`src/rtl/t05_huffman_decoder_if.sv`:
```
// Handshake bundle for the Huffman decoder.
//   control : start, max_index, num_chars  -> decoder; busy, done, error <- decoder
//   bits    : bit_in, bit_valid -> decoder; bit_ready <- decoder
//   htree   : htree_req, htree_index <- decoder; h_element, h_valid -> decoder
//   chars   : char_out, char_valid <- decoder; char_ready -> decoder
// slave is the decoder side, master is the surrounding system side.
interface t05_huffman_decoder_if;
    logic        start;
    logic [6:0]  max_index;
    logic [15:0] num_chars;
    logic        bit_in;
    logic        bit_valid;
    logic        bit_ready;
    logic        htree_req;
    logic [6:0]  htree_index;
    logic [63:0] h_element;
    logic        h_valid;
    logic [7:0]  char_out;
    logic        char_valid;
    logic        char_ready;
    logic        busy;
    logic        done;
    logic        error;

    modport slave (
        input  start, max_index, num_chars, bit_in, bit_valid, h_element, h_valid, char_ready,
        output bit_ready, htree_req, htree_index, char_out, char_valid, busy, done, error
    );

    modport master (
        output start, max_index, num_chars, bit_in, bit_valid, h_element, h_valid, char_ready,
        input  bit_ready, htree_req, htree_index, char_out, char_valid, busy, done, error
    );
endinterface

```
`src/rtl/t05_huffman_decoder.sv`:
```
// Serial Huffman decoder. Walks the htree in SRAM from the root, one coded
// bit per node (0 -> least1, 1 -> least2), and emits each character leaf
// over a valid/ready handshake.
// Ports:
//   clk  : clock
//   rst  : asynchronous active-high reset
//   bus  : t05_huffman_decoder_if.slave (control, bit stream, htree read
//          port, character output, status)
// All outputs are registered; the FSM drives them on state transitions.
module t05_huffman_decoder (
    input  logic                      clk,
    input  logic                      rst,
    t05_huffman_decoder_if.slave      bus
);
    typedef enum logic [2:0] {
        S_IDLE, S_FETCH, S_WAIT_NODE, S_WAIT_BIT, S_EMIT, S_DONE, S_ERROR
    } state_t;

    localparam logic [8:0] NULL_CHILD = 9'h180;

    state_t      state;
    logic [6:0]  root;
    logic [6:0]  node;       // current node index, doubles as htree_index
    logic [15:0] remaining;
    logic [7:0]  depth;      // one bit wider than the limit so overflow is visible
    logic [8:0]  least1;
    logic [8:0]  least2;
    logic        bit_ready_q;
    logic        htree_req_q;
    logic [7:0]  char_out_q;
    logic        char_valid_q;
    logic        busy_q;
    logic        done_q;
    logic        error_q;

    logic [8:0]  child;
    logic [7:0]  depth_nxt;

    assign child     = bus.bit_in ? least2 : least1;
    assign depth_nxt = depth + 8'd1;

    assign bus.bit_ready   = bit_ready_q;
    assign bus.htree_req   = htree_req_q;
    assign bus.htree_index = node;
    assign bus.char_out    = char_out_q;
    assign bus.char_valid  = char_valid_q;
    assign bus.busy        = busy_q;
    assign bus.done        = done_q;
    assign bus.error       = error_q;

    always_ff @(posedge clk or posedge rst) begin
        if (rst) begin
            state        <= S_IDLE;
            root         <= '0;
            node         <= '0;
            remaining    <= '0;
            depth        <= '0;
            least1       <= '0;
            least2       <= '0;
            bit_ready_q  <= 1'b0;
            htree_req_q  <= 1'b0;
            char_out_q   <= '0;
            char_valid_q <= 1'b0;
            busy_q       <= 1'b0;
            done_q       <= 1'b0;
            error_q      <= 1'b0;
        end else begin
            case (state)
                S_IDLE, S_DONE, S_ERROR: begin
                    if (bus.start) begin
                        root      <= bus.max_index;
                        node      <= bus.max_index;
                        remaining <= bus.num_chars;
                        depth     <= '0;
                        error_q   <= 1'b0;
                        if (bus.num_chars == 16'd0) begin
                            state  <= S_DONE;
                            done_q <= 1'b1;
                        end else begin
                            state       <= S_FETCH;
                            done_q      <= 1'b0;
                            busy_q      <= 1'b1;
                            htree_req_q <= 1'b1;
                        end
                    end
                end
                S_FETCH: begin
                    // request was raised on entry; this cycle is the one-cycle pulse
                    htree_req_q <= 1'b0;
                    state       <= S_WAIT_NODE;
                end
                S_WAIT_NODE: begin
                    if (bus.h_valid) begin
                        least1      <= bus.h_element[63:55];
                        least2      <= bus.h_element[54:46];
                        bit_ready_q <= 1'b1;
                        state       <= S_WAIT_BIT;
                    end
                end
                S_WAIT_BIT: begin
                    if (bus.bit_valid) begin
                        bit_ready_q <= 1'b0;
                        depth       <= depth_nxt;
                        // null test must precede the sum test: 9'h180 has bit 8 set
                        if (depth_nxt > 8'd127 || child == NULL_CHILD) begin
                            state   <= S_ERROR;
                            error_q <= 1'b1;
                            busy_q  <= 1'b0;
                        end else if (!child[8]) begin
                            char_out_q   <= child[7:0];
                            char_valid_q <= 1'b1;
                            state        <= S_EMIT;
                        end else begin
                            node        <= child[6:0];
                            htree_req_q <= 1'b1;
                            state       <= S_FETCH;
                        end
                    end
                end
                S_EMIT: begin
                    if (bus.char_ready) begin
                        char_valid_q <= 1'b0;
                        remaining    <= remaining - 16'd1;
                        depth        <= '0;
                        if (remaining == 16'd1) begin
                            state  <= S_DONE;
                            done_q <= 1'b1;
                            busy_q <= 1'b0;
                        end else begin
                            node        <= root;
                            htree_req_q <= 1'b1;
                            state       <= S_FETCH;
                        end
                    end
                end
                default: state <= S_IDLE;
            endcase
        end
    end
endmodule

```
`src/flat_wrapper.sv`:
```
// flat-port wrapper written by rule: the top's interface ports become plain ports
module t05_huffman_decoder_flat 
  (clk, rst, bus_start, bus_max_index, bus_num_chars, bus_bit_in, bus_bit_valid, bus_h_element, bus_h_valid, bus_char_ready, bus_bit_ready, bus_htree_req, bus_htree_index, bus_char_out, bus_char_valid, bus_busy, bus_done, bus_error);
  t05_huffman_decoder_if bus_i ();
  input  logic clk;
  input  logic rst;
  input wire logic [$bits(bus_i.start)-1:0] bus_start;
  input wire logic [$bits(bus_i.max_index)-1:0] bus_max_index;
  input wire logic [$bits(bus_i.num_chars)-1:0] bus_num_chars;
  input wire logic [$bits(bus_i.bit_in)-1:0] bus_bit_in;
  input wire logic [$bits(bus_i.bit_valid)-1:0] bus_bit_valid;
  input wire logic [$bits(bus_i.h_element)-1:0] bus_h_element;
  input wire logic [$bits(bus_i.h_valid)-1:0] bus_h_valid;
  input wire logic [$bits(bus_i.char_ready)-1:0] bus_char_ready;
  output wire logic [$bits(bus_i.bit_ready)-1:0] bus_bit_ready;
  output wire logic [$bits(bus_i.htree_req)-1:0] bus_htree_req;
  output wire logic [$bits(bus_i.htree_index)-1:0] bus_htree_index;
  output wire logic [$bits(bus_i.char_out)-1:0] bus_char_out;
  output wire logic [$bits(bus_i.char_valid)-1:0] bus_char_valid;
  output wire logic [$bits(bus_i.busy)-1:0] bus_busy;
  output wire logic [$bits(bus_i.done)-1:0] bus_done;
  output wire logic [$bits(bus_i.error)-1:0] bus_error;
  assign bus_i.start = bus_start;
  assign bus_i.max_index = bus_max_index;
  assign bus_i.num_chars = bus_num_chars;
  assign bus_i.bit_in = bus_bit_in;
  assign bus_i.bit_valid = bus_bit_valid;
  assign bus_i.h_element = bus_h_element;
  assign bus_i.h_valid = bus_h_valid;
  assign bus_i.char_ready = bus_char_ready;
  assign bus_bit_ready = bus_i.bit_ready;
  assign bus_htree_req = bus_i.htree_req;
  assign bus_htree_index = bus_i.htree_index;
  assign bus_char_out = bus_i.char_out;
  assign bus_char_valid = bus_i.char_valid;
  assign bus_busy = bus_i.busy;
  assign bus_done = bus_i.done;
  assign bus_error = bus_i.error;
  t05_huffman_decoder u_core (.clk(clk), .rst(rst), .bus(bus_i));
endmodule
```
`config.mk`:
```
export PLATFORM = sky130hd
export DESIGN_NAME = t05_huffman_decoder_flat
export DESIGN_NICKNAME = d
export VERILOG_FILES = /design/src/rtl/t05_huffman_decoder_if.sv /design/src/rtl/t05_huffman_decoder.sv /design/src/flat_wrapper.sv
export SDC_FILE = /design/constraint.sdc
export NUM_CORES = 1
export LEC_CHECK = 0
export CAP_MARGIN = 20
export CORE_MARGIN = 1
export CORE_UTILIZATION = 43
export CTS_BUF_LIST = sky130_fd_sc_hd__clkbuf_4 sky130_fd_sc_hd__clkbuf_8 sky130_fd_sc_hd__clkbuf_16
export DETAILED_ROUTE_END_ITERATION = 12
export GPL_TIMING_DRIVEN = 1
export HOLD_SLACK_MARGIN = 0.03
export PLACE_DENSITY = 0.75
export SYNTH_ARGS = -nofsm -noshare
export SYNTH_HDL_FRONTEND = slang
export SYNTH_SLANG_ARGS = --single-unit
```
`constraint.sdc`:
```
create_clock -name clk -period 2.1 [get_ports clk]
set_clock_uncertainty 0.15 [all_clocks]
set_input_delay 0.315 -clock clk [delete_from_list [all_inputs] [get_ports clk]]
set_output_delay 0.315 -clock clk [all_outputs]
set_load 0.05 [all_outputs]
```
# ---- After elaboration in Yosys (flattened, before gate mapping)
# Cells that the tools add are included.
dict set report classes {
  reduce_logical 23
  n_addsub 2
  bitwise_logic 2
  magnitude_cmp 1
  muxes 54
  n_eq_ne 19
}
# operator count
set ops {}
lappend ops {{2-to-1 mux 7 bit} 6}
lappend ops {{2-to-1 mux 16 bit} 2}
lappend ops {{case mux 16 bit (2 select lines)} 1}
lappend ops {{2-to-1 mux 1 bit} 24}
lappend ops {{2-to-1 mux 3 bit} 8}
lappend ops {{2-to-1 mux 8 bit} 3}
lappend ops {{case mux 8 bit (3 select lines)} 1}
lappend ops {{case mux 7 bit (3 select lines)} 1}
lappend ops {{AND reduction 4 bit} 5}
lappend ops {{== test 16 x 1 -> 1 bit, second input constant} 1}
lappend ops {{logical NOT 16 bit} 1}
lappend ops {{!= test 2 bit, second input constant} 8}
lappend ops {{subtractor 16 x 1 -> 16 bit, second input constant} 1}
lappend ops {{case mux 3 bit (5 select lines)} 1}
lappend ops {{AND reduction 7 bit} 2}
lappend ops {{== test 3 bit, second input constant} 3}
lappend ops {{== test 9 bit, second input constant} 1}
lappend ops {{2-to-1 mux 9 bit} 1}
lappend ops {{adder 8 x 1 -> 8 bit, second input constant} 1}
lappend ops {{> comparator 8 x 7 -> 1 bit, second input constant} 1}
lappend ops {{case mux 1 bit (2 select lines)} 4}
lappend ops {{AND reduction 8 bit} 1}
lappend ops {{nonzero test 2 bit} 4}
lappend ops {{== test 3 x 2 -> 1 bit, second input constant} 2}
lappend ops {{other kinds (13)} 18}
dict set report totals {
  elab_cells 115
  out_inout_bits 21
  register_bits 73
  inputBits 94
}

# ---- Depth between registers and ports, before layout
dict set report logic_depth {
  ltp_word 6
  depth_mapped 9
  mapped_depth_nobuf 7
}

# ---- Least setup slack after synthesis
# No wires, ideal clock.
dict set report synth_path {
  path_kind {register -> register}
  start {register u_core.remaining[7]}
  end {register u_core.node[0] (netlist: u_core.bus.htree_index[0])}
  period_less_slack_ns 2.291
  stages_incl_launch_ff 7
  setup_time_ns 0.125
  arrival_ns 2.016
  slack_ns -0.191
  required_ns 1.825
  n_path_buf 0
  cell_sequence {dfrtp_1 -> or4_4 -> nor4_4 -> nand4b_1 -> or2_4 -> nand3b_4 -> mux2_2}
}
dict set report synth_via {
  elab_chain_len 3
}
# element line_no
set synth_lines {}
lappend synth_lines {{start, declared} t05_huffman_decoder.sv:24} ;# logic [15:0] remaining;
lappend synth_lines {{start signal, assigned} t05_huffman_decoder.sv:73} ;# remaining <= bus.num_chars;
lappend synth_lines {{start signal, assigned} t05_huffman_decoder.sv:123} ;# remaining <= remaining - 16'd1;
lappend synth_lines {{== test 16 x 1 -> 1 bit} t05_huffman_decoder.sv:125} ;# if (remaining == 16'd1) begin
lappend synth_lines {{!= test 2 bit (no line)} -}
lappend synth_lines {{AND reduction 7 bit (no line)} -}
lappend synth_lines {{end signal, assigned} t05_huffman_decoder.sv:72} ;# node <= bus.max_index;
lappend synth_lines {{end signal, assigned} t05_huffman_decoder.sv:114} ;# node <= child[6:0];
lappend synth_lines {{end signal, assigned} t05_huffman_decoder.sv:130} ;# node <= root;
lappend synth_lines {{end, declared} t05_huffman_decoder.sv:23} ;# logic [6:0] node;
# Every way passes these cells.
# A chain may end at the register's enable or synchronous reset.

# ---- Worst setup path in the final report
# Ends and elaborated chain as after synthesis.

==> results.yml <==
floorplanning:
  io_pins: 115
  die_w_um: 95.3
  core-area_sq_um: 8340
  die_area_sq_um: 9080
  rows: 33
  initial_utilization: 0.449
  fp.dieH_um: 95.3
cts:
  htree_levels: 3
  tritoncts: "done"
  clk-insertion-delay-late_ps: 360
  clk_path_buf_depth: 2
  path_clk_slew_ps: 90
  cts_hold_buf: 0
  clock_sinks: 73
  clockRootBuffer: "clkbuf_8"
  cts_buffers: 9
route:
  viasPerCell: 5.59
  dr.pass1.iters: 4
  drt_wl_total_um: 9530
  drc: 0
  wl_per_cell_um: 16.2
  vias: 3299
  ant_nets: 0
  drt-initial-drc-count: 154
synth:
  ys_types: 52
  synth_edf_count: 0
  synth.avg_cell_area_sq_um: 10.2
  netlist_area_sq_um: 3740
  synth_fp_nets: 464
  synthFlopType: "dfrtp_1"
  ys_seq_area_frac: 0.488
  async_flop_share: 1.00
  ys_warn_count: 0
  syn-instance-count: 367
  synth-seq-cells: 73
worst_setup_path:
  cp-end-kind: "register"
  cp.required_ps: 2210
  path_cells: "or4_4 -> nor4_4 -> nand4b_1 -> or2_4 -> nand3b_4 -> mux2_2"
  arrival_ps: 2470
  critPathMaxFanout: 7
  cp-start-kind: "register"
  crit_type: "register to register"
  cp_slowest_stage_delay_ps: 560
  slowest_stage: "or4_4"
power:
  ir_worst_vdd_uv: 1090
  p_leak_nw: 2.19
  finalPower_mw: 7.46
  p_per_area_nw_per_um2: 1440
finish:
  antenna-diode-count: 0
  area_growth_syn_to_layout_pct: 38.6
  post-route-util: 0.622
  final_cells: 590
  seq_area_sq_um: 1830
  multi_input_comb_area_sq_um: 1890
  n_fill_cell: 720
  final_nets: 577
  drive_above_1_share: 0.266
grt:
  grt_max_degree: 74
  antenna_found_initial: 0
  grt_overflow: 0
  grt_usage: 0.220
  grt_pass1_vias: 3207
  grt_pass1_wl_um: 15100
place:
  place_ws_ps: -503
  post-place-cells: 569
  post-dp-hpwl_um: 6800
  io_buffers: 68
  place_congestion: 0.848
job:
  max-cap-violations: 0
sta:
  hold_viol_final: 0
  post-route-min-period_ps: 2360
  relSlewSlack: 0.638
  worstMarginPinSlew_ps: 541
  fin_ws_ps: -260
  timing.fmax_ghz: 0.424
  min_period_over_period: 1.12
  drv_slew: 0
  hold_slack_ps: 259
  final-setup-viol-count: 12
  rsz0062_at_grt: "yes"
run_status:
  status: "complete, but fails checks"
  violations: "negative setup slack"
min_path:
  hold_class: "input port to async pin"
==> registers in the layout, indices dropped and copies added (netlist names) <==
signal	flops
u_core.remaining	16
u_core.least1	9
u_core.least2	9
u_core.bus.char_out	8
u_core.depth	8
u_core.bus.htree_index	7
u_core.root	7
u_core.state	3
u_core.bus.bit_ready	1
u_core.bus.busy	1
u_core.bus.char_valid	1
u_core.bus.done	1
u_core.bus.error	1
u_core.bus.htree_req	1
==> synthesized netlist by cell type (2+ instances only) <==
library cell	count	share of area
dfrtp_1	73	0.49
nor4_1	7	0.012
nor2_1	42	0.042
a21oi_1	37	0.049
and3_1	2	0.0033
or3_1	4	0.0067
buf_2	4	0.0053
a22oi_1	5	0.010
clkbuf_1	12	0.012
and2_1	2	0.0033
inv_1	6	0.0060
o22ai_1	4	0.0067
nand3b_1	2	0.0040
a31oi_1	3	0.0050
mux2i_1	11	0.029
nand3_1	8	0.011
o32ai_1	2	0.0047
nor3_1	8	0.011
o21ai_0	20	0.027
a221o_2	6	0.018
a22o_1	3	0.0070
xor2_1	3	0.0070
nand2_1	30	0.030
xnor2_1	2	0.0047
nand4_1	4	0.0067
nor4b_1	4	0.0094
ha_1	3	0.010
a21o_1	2	0.0040
buf_6	3	0.0090
mux2_2	33	0.099
==> critical path, delay by kind of cell, from the launching register on <==
| kind | cells | cell delay, ps |
|---|---|---|
| flops | 1 | 380 |
| simple gates | 5 | 1360 |
| mux | 1 | 350 |
==> stage by stage <==
stage / TNS [ps] / cell area, sq um
finish: -2000 / 5190
CTS: -2130 / 5120
global route: -3420 / 5190
global placement: -5740 / 4850
floorplan: -1340 / 3750
detailed placement: -7050 / 4850
==> cell families after synthesis <==
family,after synthesis,synth area share
AOI/OAI and AO/OA,92,0.156
xor gates and xnor gates,5,0.0117
adders and majority gates,3,0.0100
buffers and inverters,25,0.0324
DFF,73,0.488
muxes,44,0.129
and+or+nand+nor,125,0.173
==> where the power goes <==
part | total, mW | internal (mW) | switching, mW
sequential | 2.61 | 2.06 | 0.551
clock | 1.14 | 0.558 | 0.580
combinational | 3.71 | 1.71 | 2.00
total | 7.46 | 4.33 | 3.13
==> cells in the final DEF, fill, tap and decap left out, drive strengths merged, types with 3 or more instances in the layout <==
cell type      count
nand3b             3
o21ai             21
nand4              4
clkbuf             9
o22ai              4
nor4b              4
a31oi              3
nand3              8
nor2              42
nand2             30
mux2              33
clkdlybuf4s50     67
a22oi              5
a221o              7
nor3               9
clkinvlp           3
inv                8
a22o               3
buf               53
nor4               8
xor2               3
mux2i             11
ha                 3
or3                5
a21oi             37
dfrtp             73
==> timing repair <==
item / in CTS / in global routing
gates resized for setup: 12 / 12
setup buffers: 5 / 1
setup endpoints to repair: 14 / 25
pin swaps: 7 / 4
endpoints found under the hold margin: 0 / 0
==> final timing paths <==
path | from | endpoint | slack [ps] | cells past startpoint
worst max-delay path | u_core.remaining[7] | u_core.bus.htree_index[0] | -260 | 6
worst min-delay path | rst | u_core.least1[2] | 260 | 3
worst max register to register | u_core.remaining[7] | u_core.bus.htree_index[0] | -260 | 6
worst min register to register | u_core.bus.busy | u_core.bus.busy | 340 | 1
max in group asynchronous | rst | u_core.remaining[12] | 1250 | 3
min in group clk | u_core.bus.busy | u_core.bus.busy | 340 | 1
==> per-layer routing <==
metal  wire, um  track usage  share of wire
met1       4130        0.283           0.43
met4        153       0.0833          0.016
met5          0            0              0
met2       4710        0.361           0.49
met3        546       0.0494          0.057
==> final cells by class <==
class / count / share of cell area
Clock inverter: 7 / 0.0147
Inverter: 6 / 0.00507
Timing Repair Buffer: 121 / 0.214
Tap cell: 105 / 0.0253
Sequential cell: 73 / 0.352
Multi-Input combinational cell: 269 / 0.365
Clock buffer: 9 / 0.0239
Power figures use the tool's default switching activity.
